--- src/rtl/ntsc_timing_ctrl.sv ---
// ntsc_timing_ctrl
// Raster sequencer for the NTSC composite path. It counts pixel ticks per line
// and lines per field. From those counts it produces composite sync, blanking,
// the colour-burst gate, the active-video window and the active pixel
// coordinates that drive the RGB2CVBS encoder and the upstream pixel fetch.
//
// Ports:
//   clk         system clock (50 MHz)
//   rst         asynchronous reset, active-low
//   en          run enable; low forces the idle/reset raster state
//   tick        one-clk pixel tick (1 in every 4 clk)
//   sync_n      composite sync, active-low
//   blank       high outside the active window
//   burst       colour-burst gate
//   active      high inside the active window
//   x, y        active pixel column / line, 0 when inactive
//   line_start  one-clk pulse when the pixel counter wraps to 0
//   field_start one-clk pulse when the line counter wraps to 0
//   field       field parity
//
// Optional feature: define NTSC_INTERLACE_EN to alternate fields of V_TOTAL
// and V_TOTAL+1 lines, with field toggling at each field wrap. Without it
// every field is V_TOTAL lines and field is tied to 0.

module ntsc_timing_ctrl #(
  parameter int H_TOTAL        = 794,
  parameter int H_SYNC         = 59,
  parameter int BURST_START    = 66,
  parameter int BURST_LEN      = 31,
  parameter int H_ACTIVE_START = 134,
  parameter int H_ACTIVE       = 640,
  parameter int V_TOTAL        = 262,
  parameter int V_SYNC_START   = 3,
  parameter int V_SYNC_LEN     = 3,
  parameter int V_ACTIVE_START = 21,
  parameter int V_ACTIVE       = 240
) (
  input  logic       clk,
  input  logic       rst,
  input  logic       en,
  input  logic       tick,
  output logic       sync_n,
  output logic       blank,
  output logic       burst,
  output logic       active,
  output logic [9:0] x,
  output logic [8:0] y,
  output logic       line_start,
  output logic       field_start,
  output logic       field
);

  typedef enum logic {IDLE, RUN} state_t;

  localparam logic [9:0] H_LAST       = 10'(H_TOTAL - 1);
  localparam logic [9:0] H_SYNC_END   = 10'(H_SYNC);
  localparam logic [9:0] H_BROAD_END  = 10'(H_TOTAL - H_SYNC);
  localparam logic [9:0] BURST_LO     = 10'(BURST_START);
  localparam logic [9:0] BURST_HI     = 10'(BURST_START + BURST_LEN);
  localparam logic [9:0] HA_LO        = 10'(H_ACTIVE_START);
  localparam logic [9:0] HA_HI        = 10'(H_ACTIVE_START + H_ACTIVE);
  localparam logic [8:0] V_LAST_SHORT = 9'(V_TOTAL - 1);
  localparam logic [8:0] VS_LO        = 9'(V_SYNC_START);
  localparam logic [8:0] VS_HI        = 9'(V_SYNC_START + V_SYNC_LEN);
  localparam logic [8:0] VA_LO        = 9'(V_ACTIVE_START);
  localparam logic [8:0] VA_HI        = 9'(V_ACTIVE_START + V_ACTIVE);

  state_t     state_q, state_d;
  logic [9:0] h_cnt_q, h_cnt_d;
  logic [8:0] v_cnt_q, v_cnt_d;
  logic       sync_n_q, sync_n_d;
  logic       blank_q, blank_d;
  logic       burst_q, burst_d;
  logic       active_q, active_d;
  logic [9:0] x_q, x_d;
  logic [8:0] y_q, y_d;
  logic       line_start_q, line_start_d;
  logic       field_start_q, field_start_d;
  logic [8:0] v_last;
  logic       vsync_line;
  logic       active_line;
  logic       in_active;

`ifdef NTSC_INTERLACE_EN
  localparam logic [8:0] V_LAST_LONG = 9'(V_TOTAL);
  logic field_q, field_d;

  // The odd field carries one extra line, so its wrap point is one later.
  assign v_last = field_q ? V_LAST_LONG : V_LAST_SHORT;
  assign field  = field_q;
`else
  assign v_last = V_LAST_SHORT;
  assign field  = 1'b0;
`endif

  // Next-state, counter advance and output decode. Outputs are decoded from
  // the next counter values so they move on the same edge as the counters.
  // In the first RUN clk the counters sit at 0,0 with reset-valued outputs;
  // nothing is decoded until the first tick moves the raster.
  always_comb begin
    state_d       = state_q;
    h_cnt_d       = h_cnt_q;
    v_cnt_d       = v_cnt_q;
    sync_n_d      = sync_n_q;
    blank_d       = blank_q;
    burst_d       = burst_q;
    active_d      = active_q;
    x_d           = x_q;
    y_d           = y_q;
    line_start_d  = 1'b0;
    field_start_d = 1'b0;
`ifdef NTSC_INTERLACE_EN
    field_d       = field_q;
`endif
    vsync_line    = 1'b0;
    active_line   = 1'b0;
    in_active     = 1'b0;

    if (!en) begin
      state_d  = IDLE;
      h_cnt_d  = '0;
      v_cnt_d  = '0;
      sync_n_d = 1'b1;
      blank_d  = 1'b1;
      burst_d  = 1'b0;
      active_d = 1'b0;
      x_d      = '0;
      y_d      = '0;
`ifdef NTSC_INTERLACE_EN
      field_d  = 1'b0;
`endif
    end else if (state_q == IDLE) begin
      state_d = RUN;
    end else if (tick) begin
      if (h_cnt_q == H_LAST) begin
        h_cnt_d      = '0;
        line_start_d = 1'b1;
        if (v_cnt_q == v_last) begin
          v_cnt_d       = '0;
          field_start_d = 1'b1;
`ifdef NTSC_INTERLACE_EN
          field_d       = ~field_q;
`endif
        end else begin
          v_cnt_d = v_cnt_q + 9'd1;
        end
      end else begin
        h_cnt_d = h_cnt_q + 10'd1;
      end

      vsync_line  = (v_cnt_d >= VS_LO) && (v_cnt_d < VS_HI);
      active_line = (v_cnt_d >= VA_LO) && (v_cnt_d < VA_HI);
      in_active   = active_line && (h_cnt_d >= HA_LO) && (h_cnt_d < HA_HI);

      // Vertical sync lines use a broad pulse that is low for most of the line.
      sync_n_d = vsync_line ? (h_cnt_d >= H_BROAD_END) : (h_cnt_d >= H_SYNC_END);
      burst_d  = !vsync_line && (h_cnt_d >= BURST_LO) && (h_cnt_d < BURST_HI);
      active_d = in_active;
      blank_d  = !in_active;
      x_d      = in_active ? (h_cnt_d - HA_LO) : '0;
      y_d      = in_active ? (v_cnt_d - VA_LO) : '0;
    end
  end

  // State, counter and registered-output flops.
  always_ff @(posedge clk or negedge rst) begin
    if (!rst) begin
      state_q       <= IDLE;
      h_cnt_q       <= '0;
      v_cnt_q       <= '0;
      sync_n_q      <= 1'b1;
      blank_q       <= 1'b1;
      burst_q       <= 1'b0;
      active_q      <= 1'b0;
      x_q           <= '0;
      y_q           <= '0;
      line_start_q  <= 1'b0;
      field_start_q <= 1'b0;
    end else begin
      state_q       <= state_d;
      h_cnt_q       <= h_cnt_d;
      v_cnt_q       <= v_cnt_d;
      sync_n_q      <= sync_n_d;
      blank_q       <= blank_d;
      burst_q       <= burst_d;
      active_q      <= active_d;
      x_q           <= x_d;
      y_q           <= y_d;
      line_start_q  <= line_start_d;
      field_start_q <= field_start_d;
    end
  end

`ifdef NTSC_INTERLACE_EN
  // Field parity flop.
  always_ff @(posedge clk or negedge rst) begin
    if (!rst) begin
      field_q <= 1'b0;
    end else begin
      field_q <= field_d;
    end
  end
`endif

  assign sync_n      = sync_n_q;
  assign blank       = blank_q;
  assign burst       = burst_q;
  assign active      = active_q;
  assign x           = x_q;
  assign y           = y_q;
  assign line_start  = line_start_q;
  assign field_start = field_start_q;

endmodule

--- config.mk ---
export PLATFORM = sky130hd
export DESIGN_NAME = ntsc_timing_ctrl
export DESIGN_NICKNAME = d
export VERILOG_FILES = /design/src/rtl/ntsc_timing_ctrl.sv
export SDC_FILE = /design/constraint.sdc
export NUM_CORES = 1
export LEC_CHECK = 0
export ABC_CLOCK_PERIOD_IN_PS = 9600
export BUFFER_PORTS_ARGS = -buffer_cell sky130_fd_sc_hd__buf_2
export CORE_MARGIN = 2
export CORE_UTILIZATION = 40
export CTS_BUF_LIST = sky130_fd_sc_hd__clkbuf_4 sky130_fd_sc_hd__clkbuf_8
export DETAILED_ROUTE_END_ITERATION = 8
export PLACE_DENSITY_LB_ADDON = 0.1
export SETUP_SLACK_MARGIN = 0.3
export SYNTH_ARGS = -nofsm -noshare
export SYNTH_HDL_FRONTEND = slang
export SYNTH_SLANG_ARGS = --single-unit
--- constraint.sdc ---
create_clock -name clk -period 9.6 [get_ports clk]
set_input_delay 1.44 -clock clk [delete_from_list [all_inputs] [get_ports clk]]
set_output_delay 1.44 -clock clk [all_outputs]
set_load 0.03 [all_outputs]
==> metrics.cfg <==
[outcome]
status=complete, no violations

[synthesis]
synth-seq-cells=45
ys.flop_type=dfrtp_1
synth_edf_count=0
yosysWarningCount=0
synth-async-reset-ratio=1.00
synthesis.nets=365
synth_cells=352
seq_area_frac_synth=0.363
postSynthAreaPerCell_sq_um=8.84
netlist_area_sq_um=3110
ys_types=61

[sta]
skew_ns=0.00741
final_max_slew_viol_count=0
final-hold-violation-count=0
setup_viol=0
period_needed_ns=3.76
rsz0062_at_grt=no
slew-limit-headroom=0.299
setup_tns_ns=0
layout_worst_path_cycle_share=0.392
clock.fmax_mhz=266
tightest_slew_ns=1.05

[cts]
clkSinkCount=45
insertion_delay_ns=0.30
hold_buffers=0
root_buffer=clkbuf_8
post-cts-setup-buffers=0
cts_buffer_depth=2
cts_tree=done
cts_resized=0
clk_pin_slew_ns=0.09
htree_num_levels=2
cts_buffers=5

[finish]
diodes=0
design_area_sq_um=3360
syn_to_final_growth_pct=7.88
multi_input_area_sq_um=1800
fillers=776
layoutNonFillerInstCount=461
seqCellArea_sq_um=1130
drive_above_1_share=0.145
fin_util=0.439
nNetsFinal=371

[drt]
ant_nets=0
drt-initial-drc-count=184
drc=0
finalWirelength_um=7510
drt_pass1_iterations=4
wl_per_cell_um=16.3
vias=2576
viasPerCell=5.59

[floorplanning]
boundaryPins=30
placementRows=32
start_util=0.407
die_area_sq_um=8500
die_h_um=92.2
die_width_um=92.2
core-area_sq_um=7650

[global_route]
antenna_found_initial=0
grt_pass1_vias=2488
overflow=0
grt_max_degree=46
grt_util_all_layers=0.188
grt_pass1_wl_um=12900

[placement]
numPortBuffers=28
dpl_cell_area_sq_um=3240
place.gp.congestion=0.816
hpwlAfterDp_um=5500
place_inst=453

[critical_path]
worst_path_max_delay_cell=nor3_4
startpoint=h_cnt_q[0]$_DFFE_PN0P_
crit_buf_inv=2
cpLargestDelayFamily=simple AND/OR/NAND/NOR gates
crit_chain=ha_1, nand3_1, nor3_4, nand2_1, o22ai_1, inv_1, ha_1, inv_1, o211ai_1, nand3_1, o211ai_2, a32o_1
cp.required_ns=9.80
worst_setup_path_end_kind=register
r2r_start=h_cnt_q[0]$_DFFE_PN0P_
max_stage_delay_ns=0.75
worstSetupPathType=reg -> reg
crit_path_start_kind=register
critPathArrivalTime_ns=3.97
crit_path_max_fanout=22

[flow_run]
maxCapViolCount=0

[pwr]
finalPower_mw=0.389
leakage_nw=1.43
cellPowerDensity_nw_per_um2=116
ir_drop_mv=0.0455

[min_path]
worst_hold_startpoint=x[2]$_DFFE_PN0P_
hold_path_class=reg -> reg

## final cells by class
cell class,instances,area share
repair buffers,28,0.0417
multi-input cells,267,0.536
well taps,102,0.0380
inverters,11,0.0123
clock buffers,6,0.0246
clock inverters,2,0.0112
flip-flops and latches,45,0.336
## cells in the final DEF, fill, tap and decap left out, drive strengths merged, types with 11 or more instances in the layout
cell type,synthesis,routed
and2,12,12
inv,11,11
xnor2,22,22
nand3,12,12
dfrtp,43,43
o21ai,14,14
a32o,14,14
buf,10,28
nand2,46,46
nor2,21,21
nor3,12,12
## path summary, 6_finish.rpt
check | slack [ns] | depth (start not counted) | endpoint
setup / recovery | 5.84 | 12 | y[0]$_DFFE_PN0P_
hold / removal | 0.48 | 2 | x[2]$_DFFE_PN0P_
setup reg to reg | 5.84 | 12 | y[0]$_DFFE_PN0P_
hold reg to reg | 0.48 | 2 | x[2]$_DFFE_PN0P_
max in group asynchronous | 7.68 | 1 | h_cnt_q[2]$_DFFE_PN0P_
min in group asynchronous | 1.29 | 1 | y[7]$_DFFE_PN0P_
## stage by stage
stage	worst slack [ns]	hold WS (ns)
floorplan	6.23	0.536
global placement	5.95	0.461
detailed placement	5.94	0.458
CTS	5.90	0.482
global route	5.52	0.507
finish	5.84	0.482
## tightest hold or removal path, stage by stage (launching register included)
cell	delay, ns
dfrtp_1	0.35
nand2_1	0.05
o31ai_1	0.06
## per-layer routing
layer | track usage | wire length, um
met1 | 0.283 | 3820
met2 | 0.284 | 3290
met3 | 0.0238 | 350
met4 | 0.0510 | 52
met5 | 0 | 0
## cell usage after synthesis, types with 2 or more instances
| library cell | number | share of area |
|---|---|---|
| a311oi_1 | 3 | 0.0084 |
| o31ai_1 | 7 | 0.017 |
| buf_6 | 4 | 0.014 |
| dfstp_2 | 2 | 0.017 |
| nand4_1 | 3 | 0.0060 |
| clkbuf_1 | 19 | 0.023 |
| nand2_1 | 46 | 0.055 |
| inv_1 | 11 | 0.013 |
| nand2b_1 | 3 | 0.0060 |
| or3_1 | 7 | 0.014 |
| dfrtp_1 | 43 | 0.35 |
| a31o_2 | 2 | 0.0056 |
| and2_1 | 12 | 0.024 |
| nor2b_1 | 2 | 0.0040 |
| xor2_1 | 8 | 0.023 |
| nor3_1 | 10 | 0.016 |
| a31oi_1 | 2 | 0.0040 |
| a21oi_1 | 10 | 0.016 |
| a21boi_0 | 8 | 0.019 |
| buf_2 | 2 | 0.0032 |
| ha_1 | 9 | 0.036 |
| o211a_1 | 5 | 0.016 |
| buf_4 | 2 | 0.0048 |
| o21ai_0 | 13 | 0.021 |
| and3_1 | 2 | 0.0040 |
| nand3_1 | 12 | 0.019 |
| o21bai_1 | 2 | 0.0048 |
| nor3_4 | 2 | 0.010 |
| a32o_1 | 14 | 0.045 |
| nor4_1 | 6 | 0.012 |
| buf_1 | 2 | 0.0024 |
| o21a_1 | 4 | 0.0096 |
| or2_2 | 2 | 0.0040 |
| xnor2_1 | 22 | 0.062 |
| o22ai_1 | 3 | 0.0060 |
| nor2_1 | 21 | 0.025 |
| mux2i_1 | 3 | 0.0096 |
## sequential cells by signal, indices dropped and copies added (netlist names)
name / count
active: 1
blank: 1
burst: 1
field_start: 1
h_cnt_q: 10
line_start: 1
state_q: 1
sync_n: 1
v_cnt_q: 9
x: 10
y: 9
## cells by family after synthesis
group | count (synthesis) | synth area share
AOI/OAI and AO/OA | 88 | 0.219
xor gates and xnor gates | 30 | 0.0844
adders and majority gates | 9 | 0.0362
buffers and inverters | 40 | 0.0611
DFF | 45 | 0.363
muxes | 4 | 0.0133
other | 1 | 0.00120
and+or+nand+nor | 135 | 0.222
## power breakdown
part           switching [mW]  internal [mW]  total [mW]
Clock                  0.0719         0.0848       0.157
Combinational          0.0256         0.0108      0.0363
Sequential            0.00408          0.192       0.196
Note: power is estimated with default switching activity, not from simulation.
